<file path="config.mk">
export PLATFORM = sky130hd
export DESIGN_NAME = pc_target_lut
export DESIGN_NICKNAME = d
export VERILOG_FILES = /design/src/rtl/pc_target_lut.sv
export SDC_FILE = /design/constraint.sdc
export NUM_CORES = 1
export LEC_CHECK = 0
export CORE_MARGIN = 5
export CORE_UTILIZATION = 48
export CTS_CLUSTER_SIZE = 24
export DETAILED_ROUTE_END_ITERATION = 7
export PLACE_DENSITY = 0.66
export SKIP_LAST_GASP = 1
export SYNTH_ARGS = -nofsm -noshare
export SYNTH_HDL_FRONTEND = slang
export SYNTH_SLANG_ARGS = --single-unit
export TNS_END_PERCENT = 1
</file>
<file path="constraint.sdc">
create_clock -name clk -period 6 [get_ports clk]
set_input_delay 0.9 -clock clk [delete_from_list [all_inputs] [get_ports clk]]
set_output_delay 0.9 -clock clk [all_outputs]
set_load 0.01 [all_outputs]
</file>
<file path="src/rtl/pc_target_lut.sv">
// Programmable branch-target lookup table with registered 1-cycle lookups and a post-reset clear sweep.
// Define PC_LUT_PRELOAD_EN to have the sweep preload entries 0..3 with fixed absolute targets.
module pc_target_lut #(
  parameter int unsigned D     = 10,
  parameter int unsigned DEPTH = 16,
  parameter int unsigned AW    = $clog2(DEPTH)
) (
  input  logic          clk,
  input  logic          rst_n,
  input  logic          clr_all,
  input  logic          wr_en,
  input  logic [AW-1:0] wr_addr,
  input  logic [D-1:0]  wr_data,
  input  logic          wr_rel,
  input  logic          rd_req,
  input  logic [AW-1:0] rd_addr,
  input  logic [D-1:0]  pc,
  output logic          rd_valid,
  output logic [D-1:0]  target,
  output logic          rd_miss,
  output logic          busy
);

  localparam logic [0:0] StClear = 1'b0;
  localparam logic [0:0] StIdle  = 1'b1;

  logic [0:0]       state_q, state_d;
  logic [AW-1:0]    idx_q, idx_d;
  logic [DEPTH-1:0] valid_q, valid_d;
  logic [DEPTH-1:0] rel_q, rel_d;
  logic [D-1:0]     data_q [DEPTH];
  logic [D-1:0]     data_d [DEPTH];
  logic             rd_valid_q, rd_valid_d;
  logic             rd_miss_q, rd_miss_d;
  logic [D-1:0]     target_q, target_d;

  logic             idle;
  logic             wr_fire;
  logic             rd_fire;
  logic             init_valid;
  logic [D-1:0]     init_data;

  assign idle    = (state_q == StIdle);
  // clr_all wins over any same-cycle access
  assign wr_fire = idle & wr_en & ~clr_all;
  assign rd_fire = idle & rd_req & ~clr_all;

`ifdef PC_LUT_PRELOAD_EN
  always_comb begin
    init_valid = 1'b0;
    init_data  = '0;
    case (idx_q)
      AW'(0): begin init_valid = 1'b1; init_data = D'(0);  end
      AW'(1): begin init_valid = 1'b1; init_data = D'(11); end
      AW'(2): begin init_valid = 1'b1; init_data = D'(41); end
      AW'(3): begin init_valid = 1'b1; init_data = D'(99); end
      default: ;
    endcase
  end
`else
  assign init_valid = 1'b0;
  assign init_data  = '0;
`endif

  always_comb begin
    state_d = state_q;
    idx_d   = idx_q;
    case (state_q)
      StClear: begin
        idx_d = idx_q + 1'b1;
        if (clr_all) begin
          idx_d = '0;
        end else if (idx_q == AW'(DEPTH - 1)) begin
          state_d = StIdle;
        end
      end
      StIdle: begin
        if (clr_all) begin
          state_d = StClear;
          idx_d   = '0;
        end
      end
      default: state_d = StClear;
    endcase
  end

  always_comb begin
    valid_d = valid_q;
    rel_d   = rel_q;
    data_d  = data_q;
    if (!idle) begin
      valid_d[idx_q] = init_valid;
      rel_d[idx_q]   = 1'b0;
      data_d[idx_q]  = init_data;
    end else if (wr_fire) begin
      valid_d[wr_addr] = 1'b1;
      rel_d[wr_addr]   = wr_rel;
      data_d[wr_addr]  = wr_data;
    end
  end

  // Lookup reads the current (pre-write) table, giving read-before-write on same-address collisions
  always_comb begin
    rd_valid_d = rd_fire;
    rd_miss_d  = rd_fire & ~valid_q[rd_addr];
    target_d   = target_q;
    if (rd_fire) begin
      if (!valid_q[rd_addr]) begin
        target_d = pc + D'(1);
      end else if (rel_q[rd_addr]) begin
        target_d = pc + data_q[rd_addr];
      end else begin
        target_d = data_q[rd_addr];
      end
    end
  end

  always_ff @(posedge clk) begin
    if (!rst_n) begin
      state_q    <= StClear;
      idx_q      <= '0;
      rd_valid_q <= 1'b0;
      rd_miss_q  <= 1'b0;
      target_q   <= '0;
    end else begin
      state_q    <= state_d;
      idx_q      <= idx_d;
      rd_valid_q <= rd_valid_d;
      rd_miss_q  <= rd_miss_d;
      target_q   <= target_d;
    end
  end

  // Table storage needs no reset: the sweep initialises it before any access is accepted
  always_ff @(posedge clk) begin
    valid_q <= valid_d;
    rel_q   <= rel_d;
    data_q  <= data_d;
  end

  assign rd_valid = rd_valid_q;
  assign rd_miss  = rd_miss_q;
  assign target   = target_q;
  assign busy     = ~idle;

endmodule

</file>
# Yosys cells after proc, flatten, opt, wreduce, memory -nomap -nowiden
# Index checks and enable logic that the tools add are counted.
# word_totals
elab_cells	92
inputBits	34
out_inout_bits	13
ff_bits	209
# classes
eq_ne	3
n_addsub	3
n_mux	32
n_bitwise	17
magnitude_cmp	10
reduce_logical	4
# ops
operator	count
$mux 160	2
$and 160x160->160	1
$bwmux 160	1
$not 160->160	1
$demux 10 s4	2
$mux 16	4
$mux 10	6
$bmux 10 s4	1
$and 16x16->16	2
$bwmux 16	1
$not 16->16	1
$or 16x16->16	1
$ge 5x5->1 const B	3
$lt 4x5->1 const B	3
$not 4->5	3
$add 10x1->10 const B	1
$add 10x10->10	1
$lt 5x1->1 const B	2
$bmux 1 s4	2
$demux 1 s4	2
$ge 4x1->1 const B	2
$mux 4	2
$pmux 4 s2	1
$mux 1	7
other kinds (8)	17

# Logic depth before layout (Yosys ltp)
# depth
depth_word	8
mapped_depth	14
depth_no_buf	12

# Least setup slack after synthesis
# Ideal clock, no wire load.
# synth_timing
path_type	in2reg
start	input rd_addr[0]
end	register target_q[8] (netlist: target[8])
t_required_ps	5879
n_path_buf	2
arrival_time_ps	3944
setup_time_ps	121
path_slack_ps	1935
path_stages	13
cell_sequence	buf_6 -> buf_4 -> mux4_2 -> mux4_2 -> ha_1 -> fa_1 -> a21o_1 -> a21oi_1 -> o21bai_1 -> o41a_1 -> xnor2_1 -> mux2i_1 -> o21ai_1
# synth_between
elab_chain_cells	7
elab_cells_between_ends	11
classes_between	1 x add/sub; 9 x mux; 1 x bitwise
# synth_rtl
item	line_no	text
from (decl)	16	input logic [AW-1:0] rd_addr,
$not 4->5 (not written as such)	111, 113	
$bmux 10 s4	111, 113	
$mux 10 (not written as such) (2 in a row)	111, 113	
$add 10x10->10	111	target_d = pc + data_q[rd_addr];
$mux 10	110	end else if (rel_q[rd_addr]) begin
$mux 10 *	108	if (!valid_q[rd_addr]) begin
to (signal assigned)	130	target_q <= target_d;
to (decl)	35	logic [D-1:0] target_q, target_d;
# Mark *: on every way between the ends. The rest lies on a longest branch, timed or not. The select of a mux whose other input is x is not followed.
# A chain may end at the register's enable or synchronous reset.

# Final worst setup path
# layout_timing
start	input rd_addr[3]
end	register target_q[8] (netlist: target[8])
# The elaborated chain is that of the path after synthesis.

==> flow_summary.json <==
{
  "groute.usage.overall_pct": 24.1,
  "cts-root-to-sink-buffers": 3,
  "grt_start_max_net_pins": 44,
  "cts_tree": "yes",
  "final_design_area_no_fill_um2": 12200,
  "distinct_cell_type_count_of_the_synthesized_netlist": 49,
  "status": "complete, no violations",
  "cts_num_sinks": 209,
  "ctsRootBufferMaster": "sky130_fd_sc_hd__clkbuf_16",
  "synth_top_area_cell": "sky130_fd_sc_hd__edfxtp_1",
  "pwr_density_nw_per_um2": 303,
  "htree_levels": 1,
  "gp_congestion": 0.938,
  "first_pass_iters": 5,
  "worst_ep_arrival_time_ns": 4.68,
  "min_path_type": "register to register",
  "top_level_ports": 47,
  "final.period_utilization_pct": 71.3,
  "fp.dieArea_um2": 25700,
  "fin_setup_tns_ns": 0,
  "power.static_leakage_uw": 0.00464,
  "placement_rows": 55,
  "achievable_frequency_mhz": 234,
  "die-width_um": 160,
  "grt_antenna_before_repair": 2,
  "syn_inst": 780,
  "finalHoldViolCount": 0,
  "worst_pin_slew_ns": 1.45,
  "finalHoldWorstSlack_ns": 0.506,
  "worstSetupStartpointType": "input port",
  "first_global_vias": 7551,
  "ys_ff_latch": 209,
  "synth_to_layout_area_growth_pct": 12.2,
  "nNetsFinal": 828,
  "ys_async_sr_fraction_pct": 0,
  "finalClockSkew_ns": 0.0133,
  "share_seq_of_total_power_pct": 48.1,
  "grt_setup_unrepaired": "no",
  "port-buffer-count": 46,
  "placed_cell_area_um2": 11400,
  "post_synth.cell_area_avg_um2": 13.9,
  "post-cts-setup-buffers": 0,
  "timing_max_transition_violations_final": 0,
  "worst_slew_margin_rel_pct": 2.74,
  "cts.repair.resized": 0,
  "viasPerCell": 7.19,
  "initialDrtViolationCount": 1084,
  "post-synth-top-area-fraction_pct": 53.1,
  "class_of_the_most_critical_setup_path": "input port to register",
  "finalWirelength_um": 31900,
  "syn_nets": 829,
  "cts-hold-fix-buffers": 0,
  "grt_pass1_wl_um": 47700,
  "seq_area_frac_synth_pct": 56.2,
  "post_synth_instance_area_um2": 10900,
  "initial_utilization_pct": 48.4,
  "dp_hpwl_um": 21100,
  "route.detailed.drc": 0,
  "synth_ff_type": "sky130_fd_sc_hd__edfxtp_1",
  "clk_pin_slew_ns": 0.06,
  "via_count": 7784,
  "yosys-top-cells-area": "sky130_fd_sc_hd__edfxtp_1 53%, sky130_fd_sc_hd__a22o_1 12%, sky130_fd_sc_hd__mux4_2 12%",
  "critPathMaxFanout": 10,
  "count_of_nets_left_with_antenna_violations_after_detail_routing": 0,
  "internal_power_uw": 2810,
  "clockPowerShare_pct": 40.2,
  "synth-warning-count": 0,
  "coreArea_um2": 22400,
  "synth_enable_flop_cells": 192,
  "min_period_ns": 4.28,
  "detail_route.wl_per_cell_um": 29.5,
  "power.share.combinational_pct": 11.7,
  "ir_drop_mv": 0.201,
  "switching_power_uw": 878,
  "report.final.setup_viol": 0,
  "grt_overflow": 0,
  "final_layout_size_suffix_gt1_share_pct": 13.4,
  "cp_data_required_time_ns": 6.40,
  "p_sw_share_pct": 23.8,
  "cap_viol_max_count": 0,
  "clock_buffer_count_from_cts": 24,
  "endpoint_kind": "register",
  "die_height_um": 160,
  "clock_insertion_delay_at_the_later_pin_of_the_skew_report_ns": 0.52
}
cell type report:
class,count,area [um^2]
fill,1794,10200
timing repair buffer,57,536
clock inverter,12,133
sequential,209,6110
antenna,1,2.50
clock buffer,31,648
inverter,8,30.0
tap,285,357
multi-input combinational,479,4380
cells in the mapped netlist (all sizes together), types with 5 or more instances:
library cell	number
nor2	35
ha	14
a22o	146
a21oi	41
buf	17
nand2b	5
xnor2	10
dfxtp	17
nand3	14
clkbuf	67
xor2	8
nor3	6
nor2b	13
a32o	33
a211oi	5
nand2	24
a31oi	6
mux4	56
inv	7
o21ai	22
mux2i	12
edfxtp	192
metal layers:
metal / part of all wire, % / wire length, um / GRT usage (%)
met1: 40 / 12900 / 33.7
met2: 46 / 14600 / 36.9
met3: 11 / 3470 / 6.26
met5: 0.022 / 7 / 0
met4: 3.2 / 1010 / 8.21
state kept, by name (all words and copies together), names as in the netlist:
register,flops
rd_valid,1
idle,1
target,10
valid_q,16
rel_q,16
rd_miss,1
data_q,160
idx_q,4
placed cells by master (no fill, tap or decap), drive strengths merged, types with 2 or more instances in the layout:
master	n
edfxtp	192
a22o	146
mux4	56
clkdlybuf4s50	44
a21oi	41
nor2	35
a32o	33
clkbuf	31
nand2	24
o21ai	22
dfxtp	17
nand3	14
ha	14
nor2b	13
buf	13
mux2i	12
xnor2	10
clkinv	10
xor2	8
inv	7
a31oi	6
nor3	6
nand2b	5
a211oi	5
a21o	3
and3	3
nand4	3
o22ai	3
bufinv	3
and2	2
o21bai	2
nor4	2
o221ai	2
final timing paths:
check | from | end | slack, ns | cells after the start
setup reg to reg | data_q[90]$_DFFE_PP_ | target[8]$_SDFFE_PN0P_ | 2.54 | 11
hold / removal | target[4]$_SDFFE_PN0P_ | target[4]$_SDFFE_PN0P_ | 0.51 | 2
setup / recovery | rd_addr[3] | target[8]$_SDFFE_PN0P_ | 1.72 | 12
hold reg to reg | target[4]$_SDFFE_PN0P_ | target[4]$_SDFFE_PN0P_ | 0.51 | 2
critical path: stages:
cell and delay [ns]:
sky130_fd_sc_hd__clkdlybuf4s50_1 0.72, sky130_fd_sc_hd__clkinv_1 0.51, sky130_fd_sc_hd__mux4_2 0.64, sky130_fd_sc_hd__ha_1 0.23
sky130_fd_sc_hd__fa_1 0.41, sky130_fd_sc_hd__a21o_1 0.21, sky130_fd_sc_hd__a21oi_1 0.22, sky130_fd_sc_hd__o21bai_1 0.12
sky130_fd_sc_hd__o41a_1 0.36, sky130_fd_sc_hd__xnor2_1 0.14, sky130_fd_sc_hd__mux2i_1 0.14, sky130_fd_sc_hd__o21ai_1 0.09
kinds of logic (layout without fill, tap and decap cells):
family / Yosys count / count (layout) / synth area share, %
other: 0 / 1 / 0
xor gates and xnor gates: 18 / 18 / 1.45
buffers and inverters: 92 / 108 / 3.50
and+or+nand+nor: 112 / 112 / 4.97
DFF: 209 / 209 / 56.2
adders and majority gates: 15 / 15 / 1.80
muxes: 68 / 68 / 12.7
AOI/OAI and AO/OA: 266 / 266 / 19.4
per-stage QoR:
step / total power [uW] / instances / util [%] / setup WS (ns)
4_1_cts: 3680 / 1081 / 54.3 / 1.78
3_3_place_gp: 2200 / 1038 / 50.9 / 1.35
3_5_place_dp: 2220 / 1038 / 50.9 / 1.27
5_1_grt: 3780 / 1081 / 54.3 / 1.57
2_1_floorplan: 2080 / 780 / - / 1.94
6_report: 3690 / 1082 / 54.4 / 1.72
power groups by stage:
stage | clock network, uW | registers (uW) | logic, uW
2_1_floorplan | 0 | 1770 | 305
4_1_cts | 1490 | 1770 | 424
3_3_place_gp | 0 | 1800 | 409
5_1_grt | 1540 | 1790 | 454
6_report | 1490 | 1780 | 431
3_5_place_dp | 0 | 1800 | 422
No activity file was read; power rests on OpenSTA's default activity.
==> variant 1: new RTL, config.mk and constraints unchanged <==
Add a define of `PC_LUT_PRELOAD_EN`.
--- a/src/rtl/pc_target_lut.sv
+++ b/src/rtl/pc_target_lut.sv
@@ -2,2 +2,4 @@
 // Define PC_LUT_PRELOAD_EN to have the sweep preload entries 0..3 with fixed absolute targets.
+`define PC_LUT_PRELOAD_EN
+
 module pc_target_lut #(
Formal check against the unedited RTL: same outputs for any inputs over 10 cycles, from zero or initial values and one cycle with rst_n low; that may be too few to reach the edited logic, so the function may still have changed.
==> variant 1 against the unedited design <==
- worst setup slack better by 310 ps
- routed wire length down 16%
- die area fell by 5.3%
- sequential power down 9.6%
- power shrank 15%
- non-clock buffer count up 9
- register-to-register slack better by 240 ps
- clock skew fell by 2.1 ps
- synthesized area is 5.7% lower
- final area fell by 4.8%
- sequential cell count is the same
- core utilization up 0.88 points
- global-route usage decreased by 1.8 points
- critical endpoint unchanged
- largest cell class unchanged
- highest routed layer is now met4
==> variant 1: results (changes against the unedited design) <==
stage,metric,value,unit,change
outcome,status,"finished, final reports clean",,unchanged
synth,synth_area_leaders,"edfxtp_1 (56%), mux4_2 (13%), nor2_1 (6.0%), dfxtp_1 (3.3%), nand2_1 (3.0%)",,"was edfxtp_1 (53%), a22o_1 (12%), mux4_2 (12%), dfxtp_1 (3.1%), a32o_1 (3.0%)"
global_routing,antenna_found_initial,0,,was 2
place,placed_area,10900,um2,was 11400 um2
critical_path,path_max_fanout,39,,was 10
synth,synth-edff-count,192,,unchanged
sta,worst_pin_slew,1210,ps,was 1450 ps
sta,clock_skew,11.2,ps,was 13.3 ps
synth,synth_compound_area_frac,0.0778,,was 0.194
place,pre_cts_ws,1480,ps,was 1270 ps
critical_path,arrival,4400,ps,was 4680 ps
clock_tree,numCtsBuffers,22,,was 24
global_routing,grt_max_degree,48,,was 44
synth,synth_warnings,0,,unchanged
synth,synthMuxAreaShare,0.137,,was 0.127
detailed_routing,routedWlPerCell,23.4,um,was 29.5 um
synth,yosysSeqAreaShare,0.596,,was 0.562
detailed_routing,drt_first_iter_violations,687,,was 1084
finish,fin_area,11600,um2,was 12200 um2
finish,num_antenna_cells,0,,was 1
critical_path,cp_slowest_cell,mux4_2,,was clkdlybuf4s50_1
pwr,power.static_leakage,3.47,nW,was 4.64 nW
pwr,ir_worst_vdd,158,uV,was 201 uV
global_routing,grt_pass1_vias,6848,,was 7551
synth,synth_common_cells,"edfxtp_1 (192), nor2_1 (164), nand2_1 (83), mux4_2 (58), o21ai_0 (53)",,"was edfxtp_1 (192), a22o_1 (146), clkbuf_1 (66), mux4_2 (56), a21oi_1 (41)"
place,placedCellCount,1111,,was 1038
pwr,switching_share,0.225,,was 0.238
place,gp_congestion,0.880,,was 0.938
critical_path,crit_family,multiplexers,,was buffers and inverters
global_routing,grt_pass1_wl,41.5,mm,was 47.7 mm
synth,synth_cell_types,45,,was 49
finish,layout.nets,909,,was 828
global_routing,grt_util_all_layers,0.223,,was 0.241
finish,drive_gt1_frac,0.127,,was 0.134
finish,nFillCells,1741,,was 1794
synth,synth_nets,881,,was 829
place,dpl.hpwl,18.4,mm,was 21.1 mm
synth,synthXorXnorAreaFrac,0.0154,,was 0.0145
synth,synth_area_per_cell,12.3,um2,was 13.9 um2
-- variant 1: cell count changes after synthesis, sizes merged, moves of 21 or more --
cell    unedited run  this run
a22o             146         0
a32o              33         0
clkbuf            67        46
nand2             24        83
nor2              35       164
o21ai             22        55
o22ai              3        38
-- variant 1: worst paths after layout --
| check | from | end | slack (ps) | cells after the start |
|---|---|---|---|---|
| worst min-delay path | target[4]$_SDFFE_PN0P_ | target[4]$_SDFFE_PN0P_ | 490 | 2 |
| worst max-delay path | rd_addr[0] | target[8]$_SDFFE_PN0P_ | 2040 | 11 |
| worst max register to register | data_q[0]$_DFFE_PP_ | target[8]$_SDFFE_PN0P_ | 2780 | 10 |
| worst min register to register | target[4]$_SDFFE_PN0P_ | target[4]$_SDFFE_PN0P_ | 490 | 2 |
-- variant 1: layout make-up --
class | instances | area share
sequential | 209 | 0.526
multi-input combinational | 548 | 0.330
timing repair buffer | 66 | 0.0519
clock buffer | 27 | 0.0509
tap | 275 | 0.0296
clock inverter | 13 | 0.00711
inverter | 13 | 0.00420
-- variant 1: power groups by stage --
| stage | logic [W] | clock network [W] | registers, W |
|---|---|---|---|
| 3_5_place_dp | 0.000249 | 0 | 0.00164 |
| 6_report | 0.000251 | 0.00130 | 0.00161 |
| 5_1_grt | 0.000271 | 0.00137 | 0.00161 |
| 2_1_floorplan | 0.000168 | 0 | 0.00163 |
| 3_3_place_gp | 0.000249 | 0 | 0.00164 |
| 4_1_cts | 0.000250 | 0.00131 | 0.00161 |
-- variant 1: routing by layer --
layer	GRT usage	up-vias	routed length [um]
met2	0.374	339	13200
met3	0.0438	46	2370
li1	-	3151	-
met1	0.297	3594	10700
met4	0.0682	0	740
met5	0	-	0
==> variant 2: new RTL, same flow settings <==
Made on the original files. Make the reset (`rst_n`) asynchronous in one clocked block.
--- a/src/rtl/pc_target_lut.sv
+++ b/src/rtl/pc_target_lut.sv
@@ -117,3 +117,3 @@
 
-  always_ff @(posedge clk) begin
+  always_ff @(posedge clk or negedge rst_n) begin
     if (!rst_n) begin
Function: same outputs for any inputs over 10 cycles, from zero or initial values and one cycle with rst_n low; that may be too few to reach the edited logic, so the function may still have changed.
==> variant 2 against the unedited design <==
- count of clock-buffer cells in the layout grew 1
- final area grew 1.7%
- synthesized cell count shrank 0.38%
- worst hold slack lost 3.7 ps
- routed wire length grew 2.5%
- first-iteration DRC count shrank 10%
- sequential cell count is the same
- worst setup slack gained 120 ps
- global-route usage grew 0.38 points
- via count grew 0.87%
- power grew 12%
- synthesized area grew 0.91%
==> variant 2: results (changes against the unedited design) <==
stage,metric,value,unit,change
sta,slew_headroom,0.0385,,was 0.0274
global_routing,grt_util_all_layers,0.245,,was 0.241
min_path,hp-start,target[0]$_DFFE_PN0P_,,was target[4]$_SDFFE_PN0P_
clock_tree,numCtsBuffers,23,,was 24
finish,clock_buffers,32,,was 31
outcome,status,"finished, final reports clean",,unchanged
place,gp_congestion,0.905,,was 0.938
pwr,power.internal,0.00312,W,was 0.00281 W
finish,multi_input_gates,475,,was 479
finish,regArea,6190,um2,was 6110 um2
pwr,clockPowerShare,0.368,,was 0.402
min_path,whs_endpoint,target[0]$_DFFE_PN0P_,,was target[4]$_SDFFE_PN0P_
synth,synth_compound_area_frac,0.186,,was 0.194
pwr,pg_comb,0.000646,W,was 0.000431 W
finish,nFillCells,1804,,was 1794
synth,synthAdderAreaFrac,0.0178,,was 0.0180
synth,yosysSeqAreaShare,0.565,,was 0.562
finish,clock_area_frac,0.0650,,was 0.0640
synth,async_reset_ff_frac,0.0813,,was 0
pwr,power.static_leakage,4.78,nW,was 4.64 nW
finish,buffer_area_frac,0.0496,,was 0.0439
critical_path,cp-endpoint,target[8]$_DFFE_PN0P_,,was target[8]$_SDFFE_PN0P_
place,pre_cts_ws,1350,ps,was 1270 ps
finish,num_antenna_cells,0,,was 1
synth,synth_common_cells,"edfxtp_1 (192), a22o_1 (143), clkbuf_1 (60), mux4_2 (60), nor2_1 (44)",,"was edfxtp_1 (192), a22o_1 (146), clkbuf_1 (66), mux4_2 (56), a21oi_1 (41)"
global_routing,grt_max_degree,80,,was 44
critical_path,path_max_fanout,15,,was 10
critical_path,r2r_slack,2530,ps,was 2540 ps
detailed_routing,viasPerCell,7.24,,was 7.19
variant 2: cell count changes after synthesis, moves of 6 or more:
| cell | delta |
|---|---|
| clkbuf_1 | -6 |
| dfrtp_1 | +17 |
| dfxtp_1 | -17 |
| nand3_1 | -6 |
| nor2_1 | +9 |
| nor2b_1 | -6 |
| nor3_1 | +8 |
| o21ai_0 | +20 |
| o21ai_1 | -18 |
variant 2: metal layers:
metal | share of wire | vias up | track usage
met5 | 0.00034 | - | 0
met4 | 0.037 | 2 | 0.0849
met3 | 0.12 | 84 | 0.0607
met2 | 0.46 | 589 | 0.387
met1 | 0.38 | 3974 | 0.333
li1 | - | 3203 | -
variant 2: worst max-delay path, stage by stage:
cell,delay [ps]
clkdlybuf4s50_1,1100
mux4_2,620
ha_1,240
fa_1,420
a21oi_1,260
o2111ai_1,230
a21o_1,220
a21o_1,190
xor2_1,140
mux2i_1,130
o21ai_0,90
